$ cat src/rtl/estacionamiento_pkg.sv
// estacionamiento_pkg: shared state encoding, default timings and direction codes for the parking lane
package estacionamiento_pkg;
  localparam int T_ABRIR_DEF  = 4;
  localparam int T_CERRAR_DEF = 4;
  localparam int T_ESPERA_DEF = 16;
  localparam logic SENTIDO_ENTRA = 1'b0;
  localparam logic SENTIDO_SALE  = 1'b1;
  typedef enum logic [2:0] {
    REPOSO      = 3'd0,
    ABRIENDO    = 3'd1,
    ESPERA_PASO = 3'd2,
    PASANDO     = 3'd3,
    CERRANDO    = 3'd4
  } estado_t;
endpackage

$ cat src/rtl/temporizador_barrera.sv
// temporizador_barrera: loadable down-counter that saturates at zero
module temporizador_barrera #(
  parameter int TW = 5
) (
  input  logic          clk,
  input  logic          reset,
  input  logic          carga,
  input  logic [TW-1:0] valor,
  input  logic          habilita,
  output logic          cero
);
  logic [TW-1:0] cuenta;
  always_ff @(posedge clk)
    if (reset) cuenta <= '0;
    else if (carga) cuenta <= valor;
    else if (habilita && !cero) cuenta <= cuenta - TW'(1);
  assign cero = (cuenta == '0);
endmodule

$ cat src/rtl/control_barrera_estacionamiento.sv
// control_barrera_estacionamiento: arbitrates the shared entry/exit lane and sequences the barrier motor
module control_barrera_estacionamiento
  import estacionamiento_pkg::*;
#(
  parameter int T_ABRIR  = T_ABRIR_DEF,
  parameter int T_CERRAR = T_CERRAR_DEF,
  parameter int T_ESPERA = T_ESPERA_DEF,
  parameter int TW       = 5
) (
  input  logic clk,
  input  logic reset,
  input  logic sensor_entrada,
  input  logic sensor_salida,
  input  logic sensor_paso,
  input  logic lleno,
  input  logic vacio,
  output logic motor_abrir,
  output logic motor_cerrar,
  output logic barrera_arriba,
  output logic sentido,
  output logic auto_entra,
  output logic auto_sale,
  output logic timeout
);
  estado_t estado, estado_n;
  logic prioridad, prioridad_n, sentido_n, pulsado, pulsado_n;
  logic req_e, req_s, pulso, fin_espera;
  logic carga, habilita, cero;
  logic [TW-1:0] valor;
  assign req_e = sensor_entrada & ~lleno;
  assign req_s = sensor_salida & ~vacio;
  assign habilita = (estado != REPOSO);
  temporizador_barrera #(.TW(TW)) u_temp (
    .clk(clk), .reset(reset), .carga(carga), .valor(valor), .habilita(habilita), .cero(cero)
  );
  always_comb begin
    estado_n = estado;
    prioridad_n = prioridad;
    sentido_n = sentido;
    pulsado_n = pulsado;
    carga = 1'b0;
    valor = '0;
    pulso = 1'b0;
    fin_espera = 1'b0;
    case (estado)
      REPOSO: if (req_e || req_s) begin
        sentido_n = (req_e && req_s) ? prioridad : (req_s ? SENTIDO_SALE : SENTIDO_ENTRA);
        prioridad_n = ~sentido_n;
        pulsado_n = 1'b0;
        carga = 1'b1;
        valor = TW'(T_ABRIR - 1);
        estado_n = ABRIENDO;
      end
      ABRIENDO: if (cero) begin
        carga = 1'b1;
        valor = TW'(T_ESPERA - 1);
        estado_n = ESPERA_PASO;
      end
      ESPERA_PASO: if (sensor_paso) estado_n = PASANDO;
        else if (cero) begin
          fin_espera = 1'b1;
          carga = 1'b1;
          valor = TW'(T_CERRAR - 1);
          estado_n = CERRANDO;
        end
      // a car re-passing after a safety reopen must not be counted twice
      PASANDO: if (!sensor_paso) begin
        pulso = ~pulsado;
        pulsado_n = 1'b1;
        carga = 1'b1;
        valor = TW'(T_CERRAR - 1);
        estado_n = CERRANDO;
      end
      CERRANDO: if (sensor_paso) begin
          carga = 1'b1;
          valor = TW'(T_ABRIR - 1);
          estado_n = ABRIENDO;
        end else if (cero) estado_n = REPOSO;
      default: estado_n = REPOSO;
    endcase
  end
  always_ff @(posedge clk)
    if (reset) begin
      estado <= REPOSO;
      prioridad <= SENTIDO_ENTRA;
      sentido <= SENTIDO_ENTRA;
      pulsado <= 1'b0;
      motor_abrir <= 1'b0;
      motor_cerrar <= 1'b0;
      barrera_arriba <= 1'b0;
      auto_entra <= 1'b0;
      auto_sale <= 1'b0;
      timeout <= 1'b0;
    end else begin
      estado <= estado_n;
      prioridad <= prioridad_n;
      sentido <= sentido_n;
      pulsado <= pulsado_n;
      motor_abrir <= (estado_n == ABRIENDO);
      motor_cerrar <= (estado_n == CERRANDO);
      barrera_arriba <= (estado_n == ESPERA_PASO) || (estado_n == PASANDO);
      auto_entra <= pulso && (sentido_n == SENTIDO_ENTRA);
      auto_sale <= pulso && (sentido_n == SENTIDO_SALE);
      timeout <= fin_espera;
    end
endmodule

$ cat config.mk
export PLATFORM = sky130hd
export DESIGN_NAME = control_barrera_estacionamiento
export DESIGN_NICKNAME = d
export VERILOG_FILES = /design/src/rtl/estacionamiento_pkg.sv /design/src/rtl/temporizador_barrera.sv /design/src/rtl/control_barrera_estacionamiento.sv
export SDC_FILE = /design/constraint.sdc
export NUM_CORES = 1
export LEC_CHECK = 0
export ABC_AREA = 1
export CAP_MARGIN = 20
export CORE_MARGIN = 4
export CORE_UTILIZATION = 31
export DETAILED_ROUTE_END_ITERATION = 16
export PLACE_DENSITY = 0.49
export REMOVE_ABC_BUFFERS = 1
export SYNTH_ARGS = -nofsm -noshare
export SYNTH_HDL_FRONTEND = slang
export SYNTH_SLANG_ARGS = --single-unit
$ cat constraint.sdc
create_clock -name clk -period 1.8 [get_ports clk]
set_input_delay 0.18 -clock clk [delete_from_list [all_inputs] [get_ports clk]]
set_output_delay 0.18 -clock clk [all_outputs]
set_load 0.02 [all_outputs]
==> results of run 1 <==
flip-flops by register name, summed over array words and instances (netlist names):
register,flops
auto_entra,1
auto_sale,1
barrera_arriba,1
estado,3
motor_abrir,1
motor_cerrar,1
prioridad,1
pulsado,1
sentido,1
timeout,1
u_temp.cuenta,5
stage by stage:
step | hold slack [ns] | setup WS (ns)
floorplan | 0.249 | 0.453
global placement | 0.466 | 0.233
detailed placement | 0.466 | 0.216
CTS | 0.487 | 0.233
global route | 0.516 | 0.0895
finish | 0.483 | 0.217
metal layers:
layer  wire length, um  track usage [%]  up-vias
met5                 0                0        -
met4                14             2.73        0
met3               103             3.98        2
met2               869             17.9       20
met1               953             16.0      368
li1                  -                -      430
area by class of cell:
| type | count | area (um^2) | area share (%) |
|---|---|---|---|
| Timing Repair Buffer | 14 | 138 | 12.6 |
| Inverter | 25 | 93.8 | 8.60 |
| Clock inverter | 1 | 5.00 | 0.459 |
| Sequential cell | 17 | 340 | 31.2 |
| Multi-Input combinational cell | 85 | 453 | 41.5 |
| Clock buffer | 3 | 22.5 | 2.06 |
| Tap cell | 31 | 38.8 | 3.56 |
kinds of logic (layout without fill, tap and decap cells):
| kind of cell | Yosys count | after routing |
|---|---|---|
| AND/OR/NAND/NOR | 66 | 66 |
| adder cells (fa/ha/maj) | 2 | 2 |
| XOR/XNOR | 1 | 1 |
| flip-flops | 17 | 17 |
| AO/OA/AOI/OAI | 16 | 16 |
| buffers and inverters | 26 | 43 |
power by group through the flow:
| stage | Clock, mW | Sequential, mW | Combinational (mW) |
|---|---|---|---|
| after global routing | 0.231 | 0.543 | 0.913 |
| after CTS | 0.219 | 0.534 | 0.808 |
| after floorplan | 0 | 0.550 | 0.599 |
| after detailed placement | 0 | 0.543 | 0.800 |
| after global placement | 0 | 0.542 | 0.805 |
| final | 0.207 | 0.532 | 0.803 |
synthesized netlist by cell type, types with 2 or more instances:
cell and count:
nor2_1 17, nor3_1 4, nor2_2 3, o21ai_1 2, a31oi_1 2, o21ai_0 8, nand2_1 22, nor2_4 2
inv_1 20, nand2_4 2, nand3_1 8, dfxtp_1 17, nand2_2 5, inv_2 5, ha_1 2
worst min path at each step:
stage | from | end | slack, ns | cells after the start
global placement | pulsado | pulsado | 0.47 | 2
detailed placement | pulsado | pulsado | 0.47 | 2
global route | pulsado | pulsado | 0.52 | 2
finish | pulsado | pulsado | 0.48 | 2
CTS | pulsado | pulsado | 0.49 | 2
floorplan | reset | barrera_arriba | 0.25 | 1
critical path: stages (launching register included):
cell and delay (ns):
dfxtp_1 0.33, inv_1 0.12, ha_1 0.20, inv_1 0.05, nor2_1 0.12, nand2_1 0.12
nand2_2 0.14, nand3_1 0.15, o21ai_0 0.20, nor2_1 0.05
==> impl_metrics.yaml, run 1 <==
floorplanning:
  die-width_um: 61.6
  die_h_um: 61.6
  pin_count: 14
  rows: 19
  initial_core_util_pct: 32.3
  die_area_mm2: 0.00380
  fp.coreArea_mm2: 0.00276
power:
  clockPowerShare_pct: 13.4
  p_sw_mw: 0.700
  power_leakage_nw: 0.542
  switching_share_pct: 45.4
  p_int_mw: 0.841
  ir_worst_vdd_mv: 0.597
  p_total_mw: 1.54
  power.density_mw_per_mm2: 1410
  seq_power_share_pct: 34.5
  combinationalPowerShare_pct: 52.1
clock_tree:
  clockBufferDepth: 2
  clock_latency_ns: 0.29
  cts.htree.levels: 1
  cts-resized-gates: 0
  cts_sinks: 17
  cts_buffers: 3
  cts_tree: "built"
  cts_setup_buffers: 0
  cts_hold_repair.buffers: 0
  cts_root_buffer: "clkbuf_4"
  clk_pin_slew_ns: 0.10
critical_path:
  cp-start-kind: "flip-flop"
  arrival_ns: 1.78
  reg2reg_depth: 9
  crit_start: "u_temp.cuenta[0]"
  crit_type: "flip-flop to flip-flop"
  path_max_fanout: 6
  timing.rr.start: "u_temp.cuenta[0]"
  cp.required_ns: 1.99
  end_kind: "flip-flop"
  rrSetupSlack_ns: 0.22
  setup.worst_path.end: "u_temp.cuenta[2]"
  reg2reg_to: "u_temp.cuenta[2]"
cells_and_area:
  final_core_util_pct: 39.6
  fin_area_mm2: 0.00109
  layout.cells.non_filler: 176
  final_common_cell: "nand2_1"
  nNetsFinal: 155
  n_antenna_cell: 0
  drive_above_1_share_pct: 16.6
  num-fill-cells: 302
  syn_to_final_growth_pct: 22.5
  final_cell_mix: "nand2_1, inv_1, nor2_1, dfxtp_1, clkdlybuf4s50_1"
synthesis:
  synth_top_family_by_area: "simple AND/OR/NAND/NOR gates"
  synthCells: 128
  syn_area_um2: 891
  yosys.area_share.xor_xnor_pct: 0.983
  syn_area_per_cell_um2: 6.96
  synth.distinct_cells: 24
  yosys.area_share.simple_pct: 36.5
  ys_ff_latch: 17
  synth_edf_count: 0
  async_flop_share_pct: 0
  synth_area_leaders: "dfxtp_1, nand2_1, inv_1, nor2_1, nand3_1"
  synthAdderAreaFrac_pct: 2.81
  synth.area.mux_share_pct: 0
  yosys_most_used_dff: "dfxtp_1"
  yosysTopAreaCell: "dfxtp_1"
  synth_compound_area_share_pct: 10.5
  synth.top_cell.area_share_pct: 38.2
  seq_area_frac_synth_pct: 38.2
  yosysWarnings: 0
timing:
  worstMarginPinSlew_ns: 0.236
  slew_headroom_pct: 84.1
  finalHoldViolCount: 0
  finalSetupViolCount: 0
  fmax_mhz: 632
  period_needed_ns: 1.58
  maxSlewViolCount: 0
  rsz0062_at_grt: "no"
  skew_ns: 0.00259
  fin_setup_tns_ns: 0
  fin_crit_sh_pct: 88.0
place:
  finalWeightedCongestion: 0.883
  port_buffers: 13
  dpl.hpwl_mm: 1.52
  placedCellCount: 172
  dpl_cell_area_mm2: 0.00106
drt:
  dr.pass1.iters: 4
  vias: 820
  drc_errors: 0
  vias_per_cell: 4.66
  routed_wl_mm: 1.94
  drtIter0Drc: 33
  wl_per_cell_um: 11.0
  final_antenna_net_count: 0
global_routing:
  grt_max_degree: 11
  grt_pass1_vias: 739
  grt.total_usage_pct: 11.7
  overflow: 0
  grt_antenna_before_repair: 0
  grt_pass1_wl_mm: 3.28
run_status:
  status: "completed"
worst_hold_path:
  hp-class: "flip-flop to flip-flop"
flow_run:
  drv_cap: 0
Note: power is estimated with default switching activity, not from simulation.
==> run 2: changes to the inputs <==
Settings changed: GPL_TIMING_DRIVEN from default to 0.
==> run 2 against run 1 <==
Power shrank 1.4%; critical path depth grew 2; flip-flop and latch count is the same; critical path type unchanged; highest routed layer unchanged.
==> impl_metrics.yaml, run 2 (synthesis gave the netlist of run 1 again) <==
timing:
  finalHoldViolCount: 0
  rsz0062_at_grt: "no"
  finalSetupViolCount: 0
  maxSlewViolCount: 0
  fin_setup_tns_ns: 0
  layout_setup_ws_ns: 0.277
  fmax_mhz: 657
  period_needed_ns: 1.52
  skew_ns: 0.00136
  slew_headroom_pct: 71.7
  fin_crit_sh_pct: 84.6
  worstMarginPinSlew_ns: 0.422
cells_and_area:
  final_core_util_pct: 39.3
  top_register: "u_temp.cuenta"
  nNetsFinal: 154
  final_common_cell: "nand2_1"
  reg_top3: "u_temp.cuenta: 5 flops, estado: 3 flops"
  multi_input_area_um2: 453
  syn_to_final_growth_pct: 21.6
  drive_above_1_share_pct: 16.0
  layout.cells.non_filler: 175
  final_cell_mix: "nand2_1, inv_1, nor2_1, dfxtp_1, clkdlybuf4s50_1"
  n_antenna_cell: 0
  regArea_um2: 340
  largest_reg_flops: 5
  num-fill-cells: 294
clock_tree:
  cts_hold_repair.buffers: 0
  clockBufferDepth: 2
  cts_buffers: 3
  cts_tree: "built"
  cts_root_buffer: "clkbuf_4"
  cts-resized-gates: 0
  clock_latency_ns: 0.29
  cts_setup_buffers: 0
  cts.htree.levels: 1
  cts_sinks: 17
  clk_pin_slew_ns: 0.10
power:
  power.density_mw_per_mm2: 1400
  power_leakage_nw: 0.537
  ir_worst_vdd_mv: 0.672
critical_path:
  end_kind: "flip-flop"
  cp.required_ns: 1.97
  arrival_ns: 1.70
  crit_chain: "inv_1 > ha_1 > inv_1 > nor2_1 > nand3_1 > nor2_1 > nor2_2 > nand3_1 > nor2_1 > nor2_1 > nor2_1"
  crit_type: "flip-flop to flip-flop"
  cp_common_cell: "nor2_1"
  path_max_fanout: 4
  critical_path.max_stage_delay_ns: 0.34
  cp_slowest_cell: "dfxtp_1"
  cp-start-kind: "flip-flop"
global_routing:
  grt_pass1_wl_mm: 3.06
  grt_antenna_before_repair: 0
  grt.total_usage_pct: 11.0
  grt_max_degree: 12
  grt_pass1_vias: 747
  overflow: 0
place:
  dp_slack_ns: 0.201
  finalWeightedCongestion: 0.782
  placedCellCount: 171
  dpl.hpwl_mm: 1.46
  port_buffers: 13
floorplanning:
  die_h_um: 61.6
  fp.coreArea_mm2: 0.00276
  rows: 19
  initial_core_util_pct: 32.3
  pin_count: 14
  die_area_mm2: 0.00380
  die-width_um: 61.6
flow_run:
  drv_cap: 0
drt:
  routed_wl_mm: 1.80
  vias_per_cell: 4.58
  drc_errors: 0
  final_antenna_net_count: 0
  wl_per_cell_um: 10.3
  drtIter0Drc: 12
  vias: 802
  dr.pass1.iters: 4
worst_hold_path:
  hp-class: "flip-flop to flip-flop"
run_status:
  status: "completed"
## run 2: path summary, 6_finish.rpt
kind / start / end / slack [ns] / depth (start not counted)
setup reg to reg: u_temp.cuenta[0] / u_temp.cuenta[3] / 0.28 / 11
setup / recovery: u_temp.cuenta[0] / u_temp.cuenta[3] / 0.28 / 11
hold reg to reg: pulsado / pulsado / 0.48 / 2
hold / removal: pulsado / pulsado / 0.48 / 2
## run 2: layer usage
layer	wire length [um]	vias to the layer above	global-route usage, %
li1	-	430	-
met5	0	-	0
met2	802	11	17.2
met3	57	2	2.52
met1	915	359	14.5
met4	20	0	4.55
## run 2: worst max-delay path, delay by kind of cell (launching register included)
family | cells | cell delay [ns]
flip-flops | 1 | 0.34
AND/OR/NAND/NOR | 8 | 0.70
buffers and inverters | 2 | 0.16
adder cells (fa/ha/maj) | 1 | 0.19
## run 2: final cells by class
cell class	instances	share of cell area (%)
timing repair buffer	13	12.0
multi-input combinational	85	41.8
sequential	17	31.4
clock buffer	3	2.08
clock inverter	1	0.462
tap	31	3.58
inverter	25	8.66
## run 2: report_power, final
part | total, mW | internal (mW) | switching, mW
Clock | 0.205 | 0.0825 | 0.122
Combinational | 0.788 | 0.294 | 0.494
Sequential | 0.527 | 0.464 | 0.0634
## run 2: per-stage QoR
| stage | power (mW) | hold WS [ns] | cell area, um^2 |
|---|---|---|---|
| 3_5_place_dp | 1.33 | 0.460 | 1060 |
| 5_1_grt | 1.69 | 0.519 | 1080 |
| 6_report | 1.52 | 0.480 | 1080 |
| 3_3_place_gp | 1.33 | 0.460 | 1060 |
| 4_1_cts | 1.54 | 0.479 | 1080 |
| 2_1_floorplan | 1.15 | 0.249 | 887 |
